==> src/rtl/encode_packet_mlane.sv <==
// ---------------------------------------------------------------------------
// encode_packet_mlane
//   Multi-lane DFX frame packetiser for the router TX path. A frame accepted
//   in IDLE is sliced into NUM_PKT words of {payload, ttl, seq, src}. The
//   words are striped round-robin over the enabled lanes. Every lane has a
//   one-deep output register with valid/ready handshaking.
//
// Ports
//   clk               clock
//   rst_n             asynchronous active-low reset
//   start_encode_pkt  frame request (accepted when ready_encode_pkt=1 in IDLE)
//   data_dfx_send     frame, sampled on accept
//   cfg_ttl/cfg_src   header fields, sampled on accept
//   cfg_lane_en       lane enable mask, sampled on accept (0 means lane 0 only)
//   ready_encode_pkt  registered idle/accept indication
//   encode_done       one-cycle pulse once every word has left its lane
//   lane_valid        per-lane word valid
//   lane_ready        per-lane sink ready
//   lane_data         lane l word at [l*AURORA_DATA_WIDTH +: AURORA_DATA_WIDTH]
// ---------------------------------------------------------------------------
module encode_packet_mlane #(
    parameter int DATA_DFX_WIDTH    = 1034,
    parameter int AURORA_DATA_WIDTH = 64,
    parameter int NUM_LANES         = 4,
    parameter int TTL_WIDTH         = 2,
    parameter int SEQ_WIDTH         = 5,
    parameter int SRC_WIDTH         = 2
) (
    input  logic                                   clk,
    input  logic                                   rst_n,
    input  logic                                   start_encode_pkt,
    input  logic [DATA_DFX_WIDTH-1:0]              data_dfx_send,
    input  logic [TTL_WIDTH-1:0]                   cfg_ttl,
    input  logic [SRC_WIDTH-1:0]                   cfg_src,
    input  logic [NUM_LANES-1:0]                   cfg_lane_en,
    output logic                                   ready_encode_pkt,
    output logic                                   encode_done,
    output logic [NUM_LANES-1:0]                   lane_valid,
    input  logic [NUM_LANES-1:0]                   lane_ready,
    output logic [NUM_LANES*AURORA_DATA_WIDTH-1:0] lane_data
);

    localparam int PAYLOAD_W = AURORA_DATA_WIDTH - TTL_WIDTH - SEQ_WIDTH - SRC_WIDTH;
    localparam int NUM_PKT   = (DATA_DFX_WIDTH + PAYLOAD_W - 1) / PAYLOAD_W;
    localparam int FRAME_W   = NUM_PKT * PAYLOAD_W;
    localparam int LANE_W    = (NUM_LANES > 1) ? $clog2(NUM_LANES) : 1;
    localparam logic [SEQ_WIDTH-1:0] LAST_K = SEQ_WIDTH'(NUM_PKT - 1);

    // Elaboration-time sanity checks on the parameter set.
    if ((2 ** SEQ_WIDTH) < NUM_PKT) begin : g_seq_too_narrow
        $error("encode_packet_mlane: SEQ_WIDTH too small for NUM_PKT");
    end
    if ((NUM_LANES < 1) || (NUM_LANES > 8)) begin : g_lanes_out_of_range
        $error("encode_packet_mlane: NUM_LANES must be 1..8");
    end

    typedef enum logic [1:0] {
        S_IDLE   = 2'd0,
        S_ENCODE = 2'd1,
        S_DRAIN  = 2'd2,
        S_DONE   = 2'd3
    } state_t;

    state_t                  r_state;
    state_t                  w_state_next;
    logic                    r_ready;
    logic [FRAME_W-1:0]      r_frame;
    logic [TTL_WIDTH-1:0]    r_ttl;
    logic [SRC_WIDTH-1:0]    r_src;
    logic [NUM_LANES-1:0]    r_mask;
    logic [SEQ_WIDTH-1:0]    r_k;
    logic [LANE_W-1:0]       r_lane;

    logic                    w_accept;
    logic                    w_load;
    logic                    w_target_free;
    logic [NUM_LANES-1:0]    w_mask_in;
    logic [NUM_LANES-1:0]    w_lane_valid;
    logic [AURORA_DATA_WIDTH-1:0] w_word;

    // Next enabled lane strictly above 'cur', wrapping around. Called with
    // cur = NUM_LANES-1 it yields the lowest enabled lane.
    function automatic logic [LANE_W-1:0] f_next_lane(
        input logic [NUM_LANES-1:0] mask,
        input logic [LANE_W-1:0]    cur
    );
        logic [LANE_W-1:0] res;
        logic [LANE_W-1:0] li;
        logic              found;
        int                idx;
        res   = cur;
        found = 1'b0;
        for (int o = 1; o <= NUM_LANES; o++) begin
            idx = (int'(cur) + o) % NUM_LANES;
            li  = LANE_W'(idx);
            if (!found && mask[li]) begin
                res   = li;
                found = 1'b1;
            end
        end
        return res;
    endfunction

    assign w_mask_in     = (cfg_lane_en == '0) ? NUM_LANES'(1) : cfg_lane_en;
    assign w_accept      = start_encode_pkt & r_ready & (r_state == S_IDLE);
    assign w_target_free = !w_lane_valid[r_lane] | lane_ready[r_lane];

    // The frame register shifts down one payload per load, so the current
    // word's payload is always the bottom slice. Bits beyond the frame width
    // were zero-filled on capture, which pads the last word.
    assign w_word = {r_frame[PAYLOAD_W-1:0], r_ttl, r_k, r_src};

    // ---------------- FSM ----------------
    always_ff @(posedge clk or negedge rst_n) begin
        if (!rst_n) begin
            r_state <= S_IDLE;
        end else begin
            r_state <= w_state_next;
        end
    end

    always_comb begin
        w_state_next = r_state;
        w_load       = 1'b0;
        case (r_state)
            S_IDLE: begin
                if (w_accept) begin
                    w_state_next = S_ENCODE;
                end
            end
            S_ENCODE: begin
                if (w_target_free) begin
                    w_load = 1'b1;
                    if (r_k == LAST_K) begin
                        w_state_next = S_DRAIN;
                    end
                end
            end
            S_DRAIN: begin
                if (w_lane_valid == '0) begin
                    w_state_next = S_DONE;
                end
            end
            S_DONE: begin
                w_state_next = S_IDLE;
            end
            default: begin
                w_state_next = S_IDLE;
            end
        endcase
    end

    // ---------------- Frame / control datapath ----------------
    always_ff @(posedge clk or negedge rst_n) begin
        if (!rst_n) begin
            r_ready <= 1'b0;
            r_frame <= '0;
            r_ttl   <= '0;
            r_src   <= '0;
            r_mask  <= '0;
            r_k     <= '0;
            r_lane  <= '0;
        end else begin
            // Rises one edge after entering IDLE, drops the edge after accept.
            r_ready <= (r_state == S_IDLE) && !w_accept;
            if (w_accept) begin
                r_frame <= FRAME_W'(data_dfx_send);
                r_ttl   <= cfg_ttl;
                r_src   <= cfg_src;
                r_mask  <= w_mask_in;
                r_k     <= '0;
                r_lane  <= f_next_lane(w_mask_in, LANE_W'(NUM_LANES - 1));
            end else if (w_load) begin
                r_frame <= r_frame >> PAYLOAD_W;
                r_k     <= r_k + 1'b1;
                r_lane  <= f_next_lane(r_mask, r_lane);
            end
        end
    end

    // ---------------- Per-lane output registers ----------------
    genvar gi;
    for (gi = 0; gi < NUM_LANES; gi++) begin : g_lane
        logic                         r_valid;
        logic [AURORA_DATA_WIDTH-1:0] r_data;

        // A load may land in the same cycle as a transfer; the load wins so
        // the lane keeps streaming at one word per clock.
        always_ff @(posedge clk or negedge rst_n) begin
            if (!rst_n) begin
                r_valid <= 1'b0;
                r_data  <= '0;
            end else if (w_load && (r_lane == LANE_W'(gi))) begin
                r_valid <= 1'b1;
                r_data  <= w_word;
            end else if (lane_ready[gi]) begin
                r_valid <= 1'b0;
            end
        end

        assign w_lane_valid[gi] = r_valid;
        assign lane_data[gi*AURORA_DATA_WIDTH +: AURORA_DATA_WIDTH] = r_data;
    end

    assign lane_valid       = w_lane_valid;
    assign ready_encode_pkt = r_ready;
    assign encode_done      = (r_state == S_DONE);

endmodule

==> config.mk <==
export PLATFORM = sky130hd
export DESIGN_NAME = encode_packet_mlane
export DESIGN_NICKNAME = d
export VERILOG_FILES = /design/src/rtl/encode_packet_mlane.sv
export SDC_FILE = /design/constraint.sdc
export NUM_CORES = 2
export LEC_CHECK = 0
export CAP_MARGIN = 15
export CORE_AREA = 5 5 509 511
export DETAILED_ROUTE_END_ITERATION = 16
export DIE_AREA = 0 0 514 516
export PLACE_DENSITY = 0.51
export SKIP_LAST_GASP = 1
export SLEW_MARGIN = 20
export SYNTH_ARGS = -nofsm -noshare
export SYNTH_HDL_FRONTEND = slang
export SYNTH_SLANG_ARGS = --single-unit
==> constraint.sdc <==
create_clock -name clk -period 3.8 [get_ports clk]
set_input_delay 0.76 -clock clk [delete_from_list [all_inputs] [get_ports clk]]
set_output_delay 0.76 -clock clk [all_outputs]
set_load 0.03 [all_outputs]
== After elaboration in Yosys (flattened, before gate mapping) ==
Cells that the tools add are included.

* Bits in registers: 1323
* Latch bits: 0
* Bits in writable memories: 0
* ROM bits: 0
* Bits of input ports: 1049
* Memories kept: 0

* $add $sub $neg: 5
* $mul: 0
* Divide/modulo/power cells: 0
* Order comparisons: 5
* Equal/unequal tests: 11
* Shift-type cells: 0
* Mux-type cells: 57
* Bitwise gates (word level): 3
* Reductions and logical operators: 31

{| class="wikitable"
|+ Operator list
! operator !! count
|-
| $mux W1045 || 2
|-
| $mux W1 || 31
|-
| $mux W2 || 14
|-
| $lt A2 B3 Y1 const B || 5
|-
| $bmux W1 S2 || 6
|-
| $logic_and A1 B1 Y1 || 11
|-
| $mux W5 || 2
|-
| $reduce_bool A2 Y1 || 5
|-
| $eq A2 B2 Y1 const B || 4
|-
| $logic_not A1 Y1 || 8
|-
| $logic_not A4 Y1 || 2
|-
| $ne A2 B2 Y1 const B || 4
|-
| $pmux W2 S4 || 1
|-
| $add A5 B1 Y5 const B || 1
|-
| $eq A5 B5 Y1 const B || 1
|-
| $reduce_bool A5 Y1 || 1
|-
| $add A2 B1 Y2 const B || 2
|-
| $add A2 B2 Y2 const B || 2
|-
| $eq A2 B1 Y1 const B || 2
|-
| $logic_not A2 Y1 || 2
|-
| $mux W4 || 1
|-
| $reduce_and A4 Y1 || 1
|-
| $and A1 B1 Y1 || 2
|-
| $reduce_and A2 Y1 || 1
|-
| $or A1 B1 Y1 || 1
|}

== Depth between registers and ports, before layout ==
* Depth in word-level cells: 23
* Depth in mapped cells: 10
* Gate-level depth less buffers: 7

== Least setup slack after synthesis ==
No wires, ideal clock.

* Path type: input-to-reg
* Start: input port lane_ready[0]
* End: register g_lane[0].r_data[15]
* Library setup time: 128 ps
* Arrival: 2430 ps
* Data required time: 3672 ps
* Setup slack: 1242 ps
* Cell stages on the path: 8
* Buffers on the path: 3
* Path through: nand2b_1 > mux4_2 > and2_1 > buf_2 > nand2_1 > buf_4 > buf_4 > mux2_1

* Word-level cells in the longest chain between the ends: 6

{| class="wikitable"
|+ Ends and longest elaborated chain
! what !! line !! text
|-
| start: declaration || 39 || <nowiki>input logic [NUM_LANES-1:0] lane_ready,</nowiki>
|-
| $bmux W1 S2 || 106 || <nowiki>assign w_target_free = !w_lane_valid[r_lane] | lane_ready[r_lane];</nowiki>
|-
| $mux W1 (implied by the code) || 106 ||
|-
| $or A1 B1 Y1 || 106 ||
|-
| $mux W1 || 132 || <nowiki>if (w_target_free) begin</nowiki>
|-
| $mux W1 || 125 || <nowiki>case (r_state)</nowiki>
|-
| $logic_and A1 B1 Y1 || 193 || <nowiki>end else if (w_load && (r_lane == LANE_W'(gi))) begin</nowiki>
|-
| end signal: assignment || 195 || <nowiki>r_data <= w_word;</nowiki>
|-
| end: declaration || 185 || <nowiki>logic [AURORA_DATA_WIDTH-1:0] r_data;</nowiki>
|}

Every way passes these cells. The select of a mux whose other input is x is not followed.
A chain may end at the register's enable or synchronous reset.

== Worst setup path after layout ==
* Start: register r_state[1]
* End: output port encode_done

* Word-level cells in the longest chain between the ends: 1

{| class="wikitable"
|+ Ends and longest elaborated chain
! what !! line !! text
|-
| start: declaration || 64 || <nowiki>state_t r_state;</nowiki>
|-
| start signal: assignment || 118 || <nowiki>r_state <= w_state_next;</nowiki>
|-
| $eq A2 B2 Y1 || 207 || <nowiki>assign encode_done = (r_state == S_DONE);</nowiki>
|-
| end: declaration || 37 || <nowiki>output logic encode_done,</nowiki>
|}

Every way passes these cells.

==> reports/metrics.yaml <==
wl_per_cell_um: 25.8
status: "finished, final reports clean"
hold_violations: 0
core_um2: 253000
clk_latency_ps: 820
grtUsageMet1: 0.252
gp_congestion: 0.927
placed_area_um2: 73400
synth_fp_nets: 7190
drt_iter0_markers: 4895
synth-seq-cells: 1312
gr-usage-met3: 0.0382
die_w_um: 514
multi_input_area_um2: 21300
cts_sinks: 1312
num_io_pins: 1311
intPower_uw: 39000
max-clock-path-buffers: 3
yosysSeqAreaShare: 0.584
p_sw_frac: 0.404
grt_max_degree: 164
post-route-period-util: 0.772
grt.met2_usage: 0.344
yosysTopAreaCell: "dfrtp_1"
slew_viol_final: 0
place_hpwl_um: 216000
grt_overflow_total: 0
yosysTopAreaCellShare: 0.584
synth_area_leaders: "dfrtp_1 (58%), nand2_1 (13%), a31oi_1 (11%)"
slew_headroom: 0.257
fill_cells: 26600
synthCells: 6130
antenna_found_initial: 60
r2r-end: "r_frame[549]$_DFFE_PN0P_"
ant_nets: 0
period_needed_ps: 2930
portBuffers: 1310
cts_setup_buffers: 0
syn_area_per_cell_um2: 9.17
worstSetupPathType: "flop to output port"
cts_resized: 0
tightest_slew_ps: 1120
ys_warn_count: 0
clockRootBuffer: "clkbuf_16"
clockPowerShare: 0.240
power.share.combinational: 0.365
grt_pass1_vias: 51600
dr.pass1.iters: 6
crit_path_end_kind: "output port"
design_area_um2: 78900
drt-vias-per-instance: 4.76
htreeDepth: 4
final_util: 0.311
ys_types: 38
seqPwrFrac: 0.394
r2r_start: "r_lane[0]$_DFFE_PN0P_"
pre_cts_slack_ps: 450
ir_drop_uv: 424
required_ps: 3040
power_density_nw_per_um2: 829
power_leakage_uw: 0.0344
maxCapViolCount: 0
wl_um: 278000
hp-class: "flop to flop"
grt_pass1_wl_um: 386000
design.die.area_um2: 265000
r2r_slack_ps: 930
power_switching_uw: 26400
max_freq_mhz: 341
drive_gt1_frac: 0.0669
rsz0062_at_grt: "false"
cp_max_fo: 4
drc: 0
cts_made_buffers: 153
cts.reportedPaths.clkPinSlew_ps: 60
setup.worst_path.start_class: "flop"
setup_viol: 0
final-seq-area_um2: 32800
tns_ps: 0
top_usage_layer: "met2"
cts_tree: "built"
via_count: 51300
layout.nets: 8338
track_usage: 0.201
cp.arrival_ps: 2170
crit_end: "encode_done"
crit_path_start: "r_state[1]$_DFFE_PN0P_"
syn_area_um2: 56200
num_rows: 185
area_growth_pct: 40.3
skew_ps: 51.0
setup_slack_ps: 866
start_util: 0.222
die_h_um: 516
reg2regPathDepth: 8
==> metrics by stage <==
stage,cells,power (uW),hold slack [ps]
finish,10800,65400,487
global placement,10500,49600,473
floorplan,6130,38100,464
CTS,10800,66100,402
detailed placement,10500,50100,480
global route,10800,69000,455
==> synth_stat cells <==
cell,number
or3_1,1
xor2_1,3
mux2_1,196
buf_6,1
ha_1,11
and2_1,3
a31oi_1,980
and3_1,1
nor3_1,2
xnor2_1,1
mux2_2,62
a211oi_2,1
nand2b_1,4
buf_2,159
o21ai_0,6
a32o_1,1
a22o_1,55
mux4_2,4
nor4_1,1
nand2_1,1987
dfrtp_1,1312
a21oi_1,2
inv_1,7
nand4_1,3
buf_4,38
mux2i_1,2
buf_1,12
a211oi_1,1
clkbuf_1,275
o32ai_1,1
a21boi_0,1
or4_1,1
nor2_1,990
inv_2,1
a221o_1,1
o21bai_1,1
a2bb2oi_1,1
nand3_1,2
==> how the worst min path moves through the flow <==
stage,cells after the start,slack (ps),from,to
floorplan,0,460,rst_n,g_lane[0].r_data[0]$_DFFE_PN0P_
global route,3,450,cfg_src[1],r_src[1]$_DFFE_PN0P_
global placement,1,470,g_lane[2].r_data[34]$_DFFE_PN0P_,g_lane[2].r_data[34]$_DFFE_PN0P_
CTS,3,400,cfg_ttl[1],r_ttl[1]$_DFFE_PN0P_
detailed placement,1,480,g_lane[3].r_data[33]$_DFFE_PN0P_,g_lane[3].r_data[33]$_DFFE_PN0P_
finish,1,490,g_lane[2].r_data[19]$_DFFE_PN0P_,g_lane[2].r_data[19]$_DFFE_PN0P_
==> flip-flops by register name, indices dropped and copies added, names as in the netlist <==
register          flops
ready_encode_pkt      1
r_frame            1034
r_src                 2
r_mask                4
r_ttl                 2
g_lane.r_data       256
r_lane                2
g_lane.r_valid        4
r_k                   5
r_state               2
==> logic make-up after synthesis <==
family | Yosys count | synth area share
AO/OA/AOI/OAI | 1051 | 0.120
XOR/XNOR | 4 | 0.000623
adder cells (fa/ha/maj) | 11 | 0.00245
buffers and inverters | 493 | 0.0391
flip-flops | 1312 | 0.584
multiplexers | 264 | 0.0536
AND/OR/NAND/NOR | 2995 | 0.201
==> cell usage in the layout, fill, tap and decap left out, types with 11 or more instances in the layout <==
cell type / Yosys / routed
ha_1: 11 / 11
mux2_2: 62 / 62
a31oi_1: 980 / 980
nand2_1: 1987 / 1982
mux2_1: 196 / 196
clkdlybuf4s50_1: 0 / 1309
clkinv_2: 0 / 29
a22o_1: 55 / 55
buf_4: 38 / 111
clkbuf_8: 0 / 33
clkbuf_16: 0 / 154
buf_12: 0 / 56
dfrtp_1: 1312 / 1312
diode_2: 0 / 26
bufinv_16: 0 / 14
nor2_1: 990 / 990
clkbuf_1: 275 / 23
==> cell type report <==
cell class | count | area share
clock inverters | 63 | 0.0123
diodes | 26 | 0.000825
inverters | 8 | 0.000381
multi-input cells | 4325 | 0.270
repair buffers | 1478 | 0.191
clock buffers | 210 | 0.0557
flip-flops and latches | 1312 | 0.416
well taps | 3366 | 0.0534
==> per-layer routing <==
layer | vias to the layer above | part of all wire
met5 | - | 0.00093
met1 | 26000 | 0.41
met3 | 365 | 0.062
met4 | 38 | 0.037
met2 | 1985 | 0.49
li1 | 22900 | -
==> power by group through the flow <==
stage,sequential [uW],combinational (uW),clock [uW]
finish,25800,23900,15700
global route,26300,26100,16500
CTS,25900,24100,16000
detailed placement,26100,24000,0
global placement,26000,23600,0
floorplan,24900,13100,0
==> critical path, stage by stage (launching register included) <==
cell and delay, ps:
dfrtp_1 390, ha_1 210, clkdlybuf4s50_1 770
==> what timing repair did <==
action                     4_1_cts  5_1_grt
setup endpoints to repair        0        0
hold endpoints to repair        14        0
hold buffers                     1        0
No activity file was read; power rests on OpenSTA's default activity.
